$ cat src/rtl/memory_bus_pkg.sv
// Shared constants for the memory bus: FSM state encodings, bank
// decode values (address bits [15:14]) and the default wait-state count.
package memory_bus_pkg;

    typedef enum logic [1:0] {
        ST_IDLE   = 2'd0,
        ST_ACCESS = 2'd1,
        ST_DONE   = 2'd2
    } state_t;

    localparam logic [1:0] BANK_RAM    = 2'b00;
    localparam logic [1:0] BANK_ROM    = 2'b01;
    localparam logic [1:0] BANK_PERIPH = 2'b10;
    localparam logic [1:0] BANK_BRAM   = 2'b11;

    localparam int DEF_WAIT_STATES = 1;

endpackage

$ cat src/rtl/rr_arbiter2.sv
// Two-input round-robin winner select (combinational).
// Ports: req_0/req_1 requests, grant = last winner, lock_hold (only with
// ARB_LOCK_EN) keeps the last winner; any = some request, winner = index.
module rr_arbiter2 (
    input  logic req_0,
    input  logic req_1,
    input  logic grant,
`ifdef ARB_LOCK_EN
    input  logic lock_hold,
`endif
    output logic any,
    output logic winner
);

    logic req_last;

    assign req_last = grant ? req_1 : req_0;

    always_comb begin
        any    = req_0 | req_1;
        winner = req_1;
`ifdef ARB_LOCK_EN
        if (lock_hold && req_last) begin
            winner = grant;
        end else if (req_0 && req_1) begin
            winner = ~grant;
        end
`else
        if (req_0 && req_1) begin
            winner = ~grant;
        end
`endif
    end

endmodule

$ cat src/rtl/memory_bus_arbiter.sv
// Two-port arbiter/sequencer in front of memory_bus (port 0 CPU, port 1 DMA).
// Ports: req/we/addr/wdata/wmask per port in, ack/rdata per port out,
// bus_* to memory_bus, bus_data_out from it, grant = current/last winner.
// Macro ARB_LOCK_EN adds lock_0/lock_1 for atomic back-to-back grants.
module memory_bus_arbiter
    import memory_bus_pkg::*;
#(
    parameter int WAIT_STATES = DEF_WAIT_STATES,
    parameter int ADDR_WIDTH  = 16,
    parameter int DATA_WIDTH  = 32
) (
    input  logic                    clk,
    input  logic                    reset,
    input  logic                    req_0,
    input  logic                    req_1,
    input  logic                    we_0,
    input  logic                    we_1,
    input  logic [ADDR_WIDTH-1:0]   addr_0,
    input  logic [ADDR_WIDTH-1:0]   addr_1,
    input  logic [DATA_WIDTH-1:0]   wdata_0,
    input  logic [DATA_WIDTH-1:0]   wdata_1,
    input  logic [DATA_WIDTH/8-1:0] wmask_0,
    input  logic [DATA_WIDTH/8-1:0] wmask_1,
`ifdef ARB_LOCK_EN
    input  logic                    lock_0,
    input  logic                    lock_1,
`endif
    output logic                    ack_0,
    output logic                    ack_1,
    output logic [DATA_WIDTH-1:0]   rdata_0,
    output logic [DATA_WIDTH-1:0]   rdata_1,
    output logic [ADDR_WIDTH-1:0]   bus_address,
    output logic [DATA_WIDTH-1:0]   bus_data_in,
    output logic [DATA_WIDTH/8-1:0] bus_write_mask,
    output logic                    bus_enable,
    output logic                    bus_write_enable,
    input  logic [DATA_WIDTH-1:0]   bus_data_out,
    output logic                    grant
);

    state_t                  state, next_state;
    logic [3:0]              cnt;
    logic                    we_q;
    logic [ADDR_WIDTH-1:0]   addr_q;
    logic [DATA_WIDTH-1:0]   wdata_q;
    logic [DATA_WIDTH/8-1:0] wmask_q;
    logic                    any;
    logic                    winner;
    logic                    last;

    assign last = (cnt == 4'd0);

`ifdef ARB_LOCK_EN
    logic lock_hold;
    logic lock_g;

    assign lock_g = grant ? lock_1 : lock_0;
`endif

    rr_arbiter2 u_rr (
        .req_0     (req_0),
        .req_1     (req_1),
        .grant     (grant),
`ifdef ARB_LOCK_EN
        .lock_hold (lock_hold & lock_g),
`endif
        .any       (any),
        .winner    (winner)
    );

    // Bus outputs are gated by state so an async reset clears them at once.
    always_comb begin
        next_state       = state;
        bus_enable       = 1'b0;
        bus_write_enable = 1'b0;
        bus_address      = '0;
        bus_data_in      = '0;
        bus_write_mask   = '0;
        ack_0            = 1'b0;
        ack_1            = 1'b0;
        unique case (state)
            ST_IDLE: begin
                if (any) next_state = ST_ACCESS;
            end
            ST_ACCESS: begin
                bus_enable       = 1'b1;
                bus_address      = addr_q;
                bus_data_in      = wdata_q;
                bus_write_mask   = wmask_q;
                // single write strobe, final access cycle only
                bus_write_enable = last & we_q;
                if (last) next_state = ST_DONE;
            end
            ST_DONE: begin
                ack_0      = ~grant;
                ack_1      = grant;
                next_state = ST_IDLE;
            end
            default: next_state = ST_IDLE;
        endcase
    end

    always_ff @(posedge clk or negedge reset) begin
        if (!reset) begin
            state   <= ST_IDLE;
            cnt     <= 4'd0;
            we_q    <= 1'b0;
            addr_q  <= '0;
            wdata_q <= '0;
            wmask_q <= '0;
            rdata_0 <= '0;
            rdata_1 <= '0;
            grant   <= 1'b1;
`ifdef ARB_LOCK_EN
            lock_hold <= 1'b0;
`endif
        end else begin
            state <= next_state;
            unique case (state)
                ST_IDLE: begin
`ifdef ARB_LOCK_EN
                    lock_hold <= 1'b0;
`endif
                    if (any) begin
                        grant   <= winner;
                        we_q    <= winner ? we_1 : we_0;
                        addr_q  <= winner ? addr_1 : addr_0;
                        wdata_q <= winner ? wdata_1 : wdata_0;
                        wmask_q <= winner ? wmask_1 : wmask_0;
                        cnt     <= 4'(WAIT_STATES);
                    end
                end
                ST_ACCESS: begin
                    if (!last) begin
                        cnt <= cnt - 4'd1;
                    end else if (!we_q) begin
                        if (grant) rdata_1 <= bus_data_out;
                        else       rdata_0 <= bus_data_out;
                    end
                end
                ST_DONE: begin
`ifdef ARB_LOCK_EN
                    lock_hold <= lock_g;
`endif
                end
                default: ;
            endcase
        end
    end

endmodule

$ cat config.mk
export PLATFORM = sky130hd
export DESIGN_NAME = memory_bus_arbiter
export DESIGN_NICKNAME = d
export VERILOG_FILES = /design/src/rtl/memory_bus_pkg.sv /design/src/rtl/rr_arbiter2.sv /design/src/rtl/memory_bus_arbiter.sv
export SDC_FILE = /design/constraint.sdc
export NUM_CORES = 1
export LEC_CHECK = 0
export CAP_MARGIN = 20
export CELL_PAD_IN_SITES_DETAIL_PLACEMENT = 2
export CELL_PAD_IN_SITES_GLOBAL_PLACEMENT = 2
export CORE_MARGIN = 3
export CORE_UTILIZATION = 27
export CTS_CLUSTER_SIZE = 25
export DETAILED_ROUTE_END_ITERATION = 10
export GPL_TIMING_DRIVEN = 0
export PLACE_DENSITY_LB_ADDON = 0.2
export SLEW_MARGIN = 5
export SYNTH_ARGS = -nofsm -noshare
export SYNTH_HDL_FRONTEND = slang
export SYNTH_SLANG_ARGS = --single-unit
$ cat constraint.sdc
create_clock -name clk -period 5.8 [get_ports clk]
set_input_delay 0.58 -clock clk [delete_from_list [all_inputs] [get_ports clk]]
set_output_delay 0.58 -clock clk [all_outputs]
set_load 0.02 [all_outputs]
Word-level counts from Yosys, hierarchy flattened
Index checks and enable logic that the tools add are counted.
{ "word_totals": {"ff_bits": 124, "out_inout_bits": 121, "inputBits": 142} }
{ "classes": {"eq_ne": 5, "n_addsub": 1, "muxes": 18, "n_reduce_logical": 9, "bitwise_logic": 4} }
{ "ops": {"columns": ["op", "count"], "rows": [
  ["$mux 32", 2],
  ["$mux 16", 2],
  ["$mux 4", 4],
  ["$pmux 4 s2", 1],
  ["$reduce_and 4->1", 2],
  ["$mux 1", 6],
  ["$ne 2x2->1 const B", 3],
  ["$logic_not 4->1", 1],
  ["$mux 2", 2],
  ["$pmux 2 s2", 1],
  ["$reduce_and 2->1", 2],
  ["$sub 4x1->4 const B", 1],
  ["$reduce_and 3->1", 1],
  ["$eq 2x1->1 const B", 1],
  ["$eq 2x2->1 const B", 1],
  ["$logic_not 2->1", 1],
  ["$not 1->1", 2],
  ["$reduce_bool 2->1", 1],
  ["$and 1x1->1", 1],
  ["$logic_and 1x1->1", 1],
  ["$or 1x1->1", 1]
]} }

Longest topological paths before layout
Gate-level depths: netlist of the first run.
{ "depth": {"depth_word": 3, "mapped_depth": 7, "depth_no_buf": 5} }

Cells and area by module
From an unflattened synthesis of the first run, not the netlist that was laid out.
{ "unflattened": {"hier_cells": 465, "hier_area_um2": 5500.3} }
{ "modules_own_cells": {"columns": ["module", "cells_per_inst", "instances", "seq_area_each_um2", "area_each_um2"], "rows": [
  ["memory_bus_arbiter", 463, 1, 3104.2, 5486.5],
  ["rr_arbiter2", 2, 1, 0.0, 13.8]
]} }

Least setup slack after synthesis of the first run
OpenSTA, ideal clock, no wires.
{ "synth_timing": {"path_type": "flip-flop to output port", "start": "register state[1]", "end": "output bus_address[0]", "t_required_ns": 5.220, "t_arrival_ns": 1.405, "stages_incl_launch_ff": 5, "n_path_buf": 1, "slack_ns": 3.815, "path_cell_list": "dfrtp_1 > or2b_1 > inv_2 > clkbuf_1 > and2_1"} }
{ "synth_via": {"elab_chain_len": 2} }
{ "synth_lines": {"columns": ["item", "line_no", "rtl"], "rows": [
  ["from (decl)", "memory_bus_arbiter.sv:41", "state_t state, next_state;"],
  ["from (signal assigned)", "memory_bus_arbiter.sv:118", "state <= next_state;"],
  ["$eq 2x1->1", "memory_bus_arbiter.sv:81", "unique case (state)"],
  ["$mux 16", "memory_bus_arbiter.sv:81", null],
  ["to (decl)", "memory_bus_arbiter.sv:32", "output logic [ADDR_WIDTH-1:0] bus_address,"]
]} }
Every way passes these cells.

Worst setup path after layout of the first run
{ "layout_timing": {"start": "register state[1]", "end": "output bus_data_in[11]"} }
{ "layout_via": {"elab_chain_len": 2} }
{ "layout_lines": {"columns": ["item", "line_no", "rtl"], "rows": [
  ["$eq 2x1->1", "memory_bus_arbiter.sv:81", null],
  ["$mux 32", "memory_bus_arbiter.sv:81", null],
  ["to (decl)", "memory_bus_arbiter.sv:33", "output logic [DATA_WIDTH-1:0] bus_data_in,"]
]} }
Every way passes these cells.

==> results of run 1 <==
-- critical path, cell delays in order (launching register included) --
cell and delay [ps]:
dfrtp_1 430, or2b_1 310, inv_2 210, clkbuf_1 390
and2_1 200, clkdlybuf4s50_1 660
-- logic make-up (layout without fill, tap and decap cells) --
kind of cell | after synthesis | count (layout) | share of synthesized area (%)
adders and majority gates | 2 | 2 | 0.434
DFF | 124 | 124 | 53.8
AOI/OAI and AO/OA | 114 | 114 | 10.0
muxes | 120 | 120 | 24.2
and+or+nand+nor | 68 | 68 | 7.66
buffers and inverters | 42 | 336 | 3.90
-- Yosys cell counts (3+ instances only) --
cell | instances | area (um2)
mux2i_1 | 54 | 541
buf_1 | 3 | 11.3
buf_2 | 9 | 45.0
a21oi_1 | 110 | 551
dfrtp_1 | 123 | 3080
mux2_2 | 29 | 327
mux2_4 | 30 | 450
mux2_1 | 7 | 78.8
and2_1 | 54 | 338
clkbuf_1 | 21 | 78.8
inv_1 | 4 | 15.0
buf_12 | 3 | 60.1
-- state kept, by name, summed over array words and instances (netlist names) --
register  cells
wdata_q      32
cnt           4
rdata_1      32
addr_q       16
wmask_q       4
rdata_0      32
we_q          1
grant         1
state         2
-- per-stage QoR --
| step | setup TNS, ps | hold WS [ps] | utilization (%) |
|---|---|---|---|
| after floorplan | 0 | 284 | - |
| after global placement | -112300 | 477 | 42.3 |
| after detailed placement | 0 | 489 | 42.5 |
| after CTS | 0 | 68.8 | 45.4 |
| after global routing | 0 | 80.5 | 45.4 |
| final | 0 | 72.2 | 45.4 |
-- worst min-delay path by stage --
| stage | from | end | cells after the start |
|---|---|---|---|
| 2_1_floorplan | reset | addr_q[0] | 0 |
| 3_5_place_dp | rdata_0[29] | rdata_0[29] | 1 |
| 5_1_grt | reset | wmask_q[0] | 1 |
| 4_1_cts | reset | wmask_q[0] | 1 |
| 6_report | reset | wmask_q[0] | 1 |
| 3_3_place_gp | rdata_0[29] | rdata_0[29] | 1 |
-- layout make-up --
cell class	count	area share (%)
timing repair buffer	263	28.3
clock inverter	14	1.95
sequential	124	33.1
inverter	5	0.200
tap	270	3.61
buffer	37	2.20
clock buffer	17	4.54
multi-input combinational	304	26.0
-- metal layers --
layer / routed length [um] / global-route usage (%) / vias to the layer above
met1: 8640 / 20.9 / 2420
met5: 0 / 0 / -
li1: - / - / 2216
met2: 10900 / 32.9 / 167
met4: 289 / 5.14 / 0
met3: 1470 / 6.48 / 20
-- power breakdown --
group	internal (mW)	leakage, nW	switching, mW
Combinational	1.51	2.23	1.60
Clock	0.684	0.293	0.435
Sequential	1.31	1.41	0.252
Total	3.50	3.94	2.29
==> results_dict.tcl, run 1 <==
set metrics [dict create \
    maxSlewViolCount 0 \
    timing.rr.start "cnt[0]" \
    syn_to_final_growth_pct 62.4 \
    outcome "completed" \
    grt-ovfl-total 0 \
    finalWirelength_mm 21.3 \
    leakagePower_nw 3.94 \
    yosysSeqAreaShare_pct 53.8 \
    num-fill-cells 2070 \
    clk_pin_slew_ps 60 \
    hp-class "in -> async" \
    multi_input_area_um2 2440 \
    synthDistinctLibCells 31 \
    relSlewSlack_pct 61.3 \
    post-route-worst-setup-slack_ps 2600 \
    reg2reg_slack_ps 3590 \
    dp_slack_ps 3010 \
    cts_tree "yes" \
    wire_per_inst_um 20.6 \
    grt_max_degree 89 \
    viasPerCell 4.66 \
    layout_commonest_cell "clkdlybuf4s50_1" \
    crit_start "state[1]" \
    boundaryPins 263 \
    vias 4823 \
    cts_resized 0 \
    finClkSkew_ps 8.62 \
    seqCellArea_um2 3100 \
    syn_avg_cell_area_um2 12.3 \
    worstPathRequired_ps 5220 \
    first_iter_violations 106 \
    endpoint "bus_data_in[11]" \
    ir_drop_mv 0.199 \
    post_dp_cell_area_um2 8760 \
    die_x_um 152 \
    period_share_pct 55.1 \
    drc 0 \
    postCtsHoldBufs 0 \
    numCtsBuffers 17 \
    clock_path_buffers 2 \
    placed_cells 1003 \
    fmax_ghz 0.313 \
    tightest_slew_ps 580 \
    fin_crit_ps 3200 \
    p_per_area_nw_per_um2 619 \
    reg2reg_to "rdata_1[21]" \
    final_nets 896 \
    maxCapViolations 0 \
    num_rows 52 \
    syn-cell-area_um2 5770 \
    dp_hpwl_mm 16.0 \
    dieHeight_um 152 \
    syn-num-nets 614 \
    antenna_found_initial 0 \
    grt_pass1_wl_mm 33.8 \
    yosys_warnings 0 \
    worstPathArrival_ps 2620 \
    cp-start-kind "register" \
    h-tree-depth 4 \
    finalHoldViolations 0 \
    start_util_pct 28.0 \
    final-setup-viol-count 0 \
    final_cell_area_um2 9370 \
    critical_path_class "reg -> out" \
    rsz0062_at_grt "false" \
    layout_common_cells "261 x clkdlybuf4s50_1, 123 x dfrtp_1, 110 x a21oi_1, 54 x and2_1, 54 x mux2i_1" \
    port-buffer-count 262 \
    place_congestion 0.772 \
    insertion_delay_ps 420 \
    core-area_um2 20600 \
    diodes 0 \
    synth_edf_count 0 \
    cp_max_fo 10 \
    worstSetupEndpointType "output port" \
    post_cts_buffers 0 \
    grt_use_total_pct 18.5 \
    die_area_um2 23200 \
    fin_total_pwr_mw 5.79 \
    fin_cells 1034 \
    synthArstFlopShare_pct 100 \
    synth_cells 470 \
    firstDrtPassIters 4 \
    synth_flop_cell "dfrtp_1" \
    ant_nets 0 \
    reg2regPathDepth 7 \
    grt_pass1_vias 5702 \
    root_buffer "clkbuf_16" \
    drive_gt1_share_pct 14.3 \
    cts.sinks 124 \
    synth_seq_cells 124 \
]
Note: power is estimated with default switching activity, not from simulation.
==> inputs of run 2 (changes only) <==
Settings changed: CORE_UTILIZATION 27 to 25.
Clock period 5.8 ns to 3.1 ns, I/O delays scaled along.
==> run 2 against run 1 <==
  * Sequential power up 87%
  * Clock power increased by 76%
  * Worst hold slack improved by 420 ps
  * First-iteration DRC count is 26% lower
  * Die area rose by 7.7%
  * Non-clock buffer count increased by 1
  * Clock-buffer cell count up 1
  * Critical path depth stayed put
  * Sequential cell count unchanged
  * Combinational power rose by 86%
  * Core utilization down 3.3 points
  * Critical endpoint is now bus_data_in[10]
==> results_dict.tcl, run 2 (synthesis results as in run 1) <==
set metrics [dict create \
    reg2reg_slack_ps 970 \
    dp_hpwl_mm 15.8 \
    worstPathRequired_ps 2790 \
    grt_max_degree 77 \
    worstPathArrival_ps 2550 \
    num-fill-cells 2277 \
    fin_crit_ps 2860 \
    leakagePower_nw 3.94 \
    clock_path_buffers 2 \
    start_util_pct 26.0 \
    die_area_um2 24900 \
    h-tree-depth 4 \
    insertion_delay_ps 410 \
    worstSetupEndpointType "output port" \
    grt-ovfl-total 0 \
    firstDrtPassIters 4 \
    ir_drop_mv 0.375 \
    syn_to_final_growth_pct 62.3 \
    ant_nets 0 \
    drc 0 \
    numCtsBuffers 17 \
    grt_use_total_pct 16.7 \
    max_stage_delay_ps 630 \
    cp_cell_sequence "or2b_1 > inv_2 > clkbuf_1 > and2_1 > clkdlybuf4s50_1" \
    antenna_found_initial 0 \
    final_cell_area_um2 9360 \
    final-setup-viol-count 0 \
    finalHoldViolations 0 \
    root_buffer "clkbuf_16" \
    viasPerCell 4.62 \
    final_nets 897 \
    vias 4832 \
    largest_registers "rdata_0: 32 flops, rdata_1: 32 flops, wdata_q: 32 flops" \
    period_share_pct 92.3 \
    core-area_um2 22200 \
    path_buf_inv 3 \
    relSlewSlack_pct 51.0 \
    p_per_area_nw_per_um2 1140 \
    critical_path_class "reg -> out" \
    wire_per_inst_um 20.0 \
    grt_pass1_vias 5659 \
    cp_slowest_cell "clkdlybuf4s50_1" \
    diodes 0 \
    die_x_um 158 \
    rsz0062_at_grt "false" \
    place_congestion 0.756 \
    maxCapViolations 0 \
    cp-start-kind "register" \
    outcome "completed" \
    layout_commonest_cell "clkdlybuf4s50_1" \
    post_dp_cell_area_um2 8770 \
    finalWirelength_mm 20.9 \
    hp-class "in -> async" \
    port-buffer-count 262 \
    finClkSkew_ps 10.2 \
    multi_input_area_um2 2440 \
    clk_pin_slew_ps 60 \
    drive_gt1_share_pct 14.4 \
    dieHeight_um 158 \
    cts.sinks 124 \
    cp_top_family "buffers and inverters" \
    fin_total_pwr_mw 10.7 \
    fmax_ghz 0.349 \
    num_rows 54 \
    seqCellArea_um2 3100 \
    cts_tree "yes" \
    tightest_slew_ps 736 \
    boundaryPins 263 \
    layout_common_cells "261 x clkdlybuf4s50_1, 123 x dfrtp_1, 110 x a21oi_1, 54 x and2_1, 54 x mux2i_1" \
    cp_max_fo 10 \
    maxSlewViolCount 0 \
    grt_pass1_wl_mm 31.9 \
    first_iter_violations 78 \
    whs_ps 491 \
]
run 2: worst paths after layout:
path                                   from               to  cells past startpoint
max in group asynchronous             reset            grant                      3
worst min-delay path                  reset      rdata_0[19]                      2
worst max-delay path               state[1]  bus_data_in[10]                      5
worst min register to register  rdata_1[29]      rdata_1[29]                      1
min in group clk                rdata_1[29]      rdata_1[29]                      1
worst max register to register       cnt[0]       rdata_1[2]                      7
run 2: power by group:
part | switching, mW | internal, mW
sequential | 0.467 | 2.45
combinational | 2.97 | 2.83
clock | 0.767 | 1.21
total | 4.21 | 6.49
run 2: cell type report:
type                            count  area share (%)
Buffer                             37            2.22
Clock buffer                       18            4.69
Sequential cell                   124            33.2
Inverter                            5           0.200
Multi-Input combinational cell    304            26.1
Clock inverter                     13            1.50
Timing Repair Buffer              264            28.4
Tap cell                          280            3.74
run 2: through the flow:
stage	utilization, %	worst slack (ps)	std cells	setup TNS [ps]
after floorplan	-	1190	470	0
after global placement	39.3	-3370	1012	-414720
after detailed placement	39.5	551	1013	0
after CTS	42.1	63.7	1045	0
after global routing	42.1	77.2	1045	0
final	42.1	238	1045	0
run 2: layer usage:
layer	track usage, %	vias to the layer above	part of all wire (%)
li1	-	2213	-
met1	19.3	2426	41
met2	30.1	178	51
met3	5.28	15	6.9
met4	3.84	0	0.92
met5	0	-	0
run 2: timing repair:
| action | CTS | global route |
|---|---|---|
| gates resized for setup | 0 | 2 |
| setup buffers | 0 | 0 |
| endpoints found under the hold margin | 75 | 0 |
| endpoints found under the setup margin | 0 | 1 |
| hold buffers | 1 | 0 |
run 2: worst register-to-register path, stage by stage, from the launching register on:
cell       delay (ps)
dfrtp_1           390
inv_1             100
ha_1              230
nand2b_1          180
nand4bb_1         170
clkbuf_1          240
buf_2             330
mux2_2            380
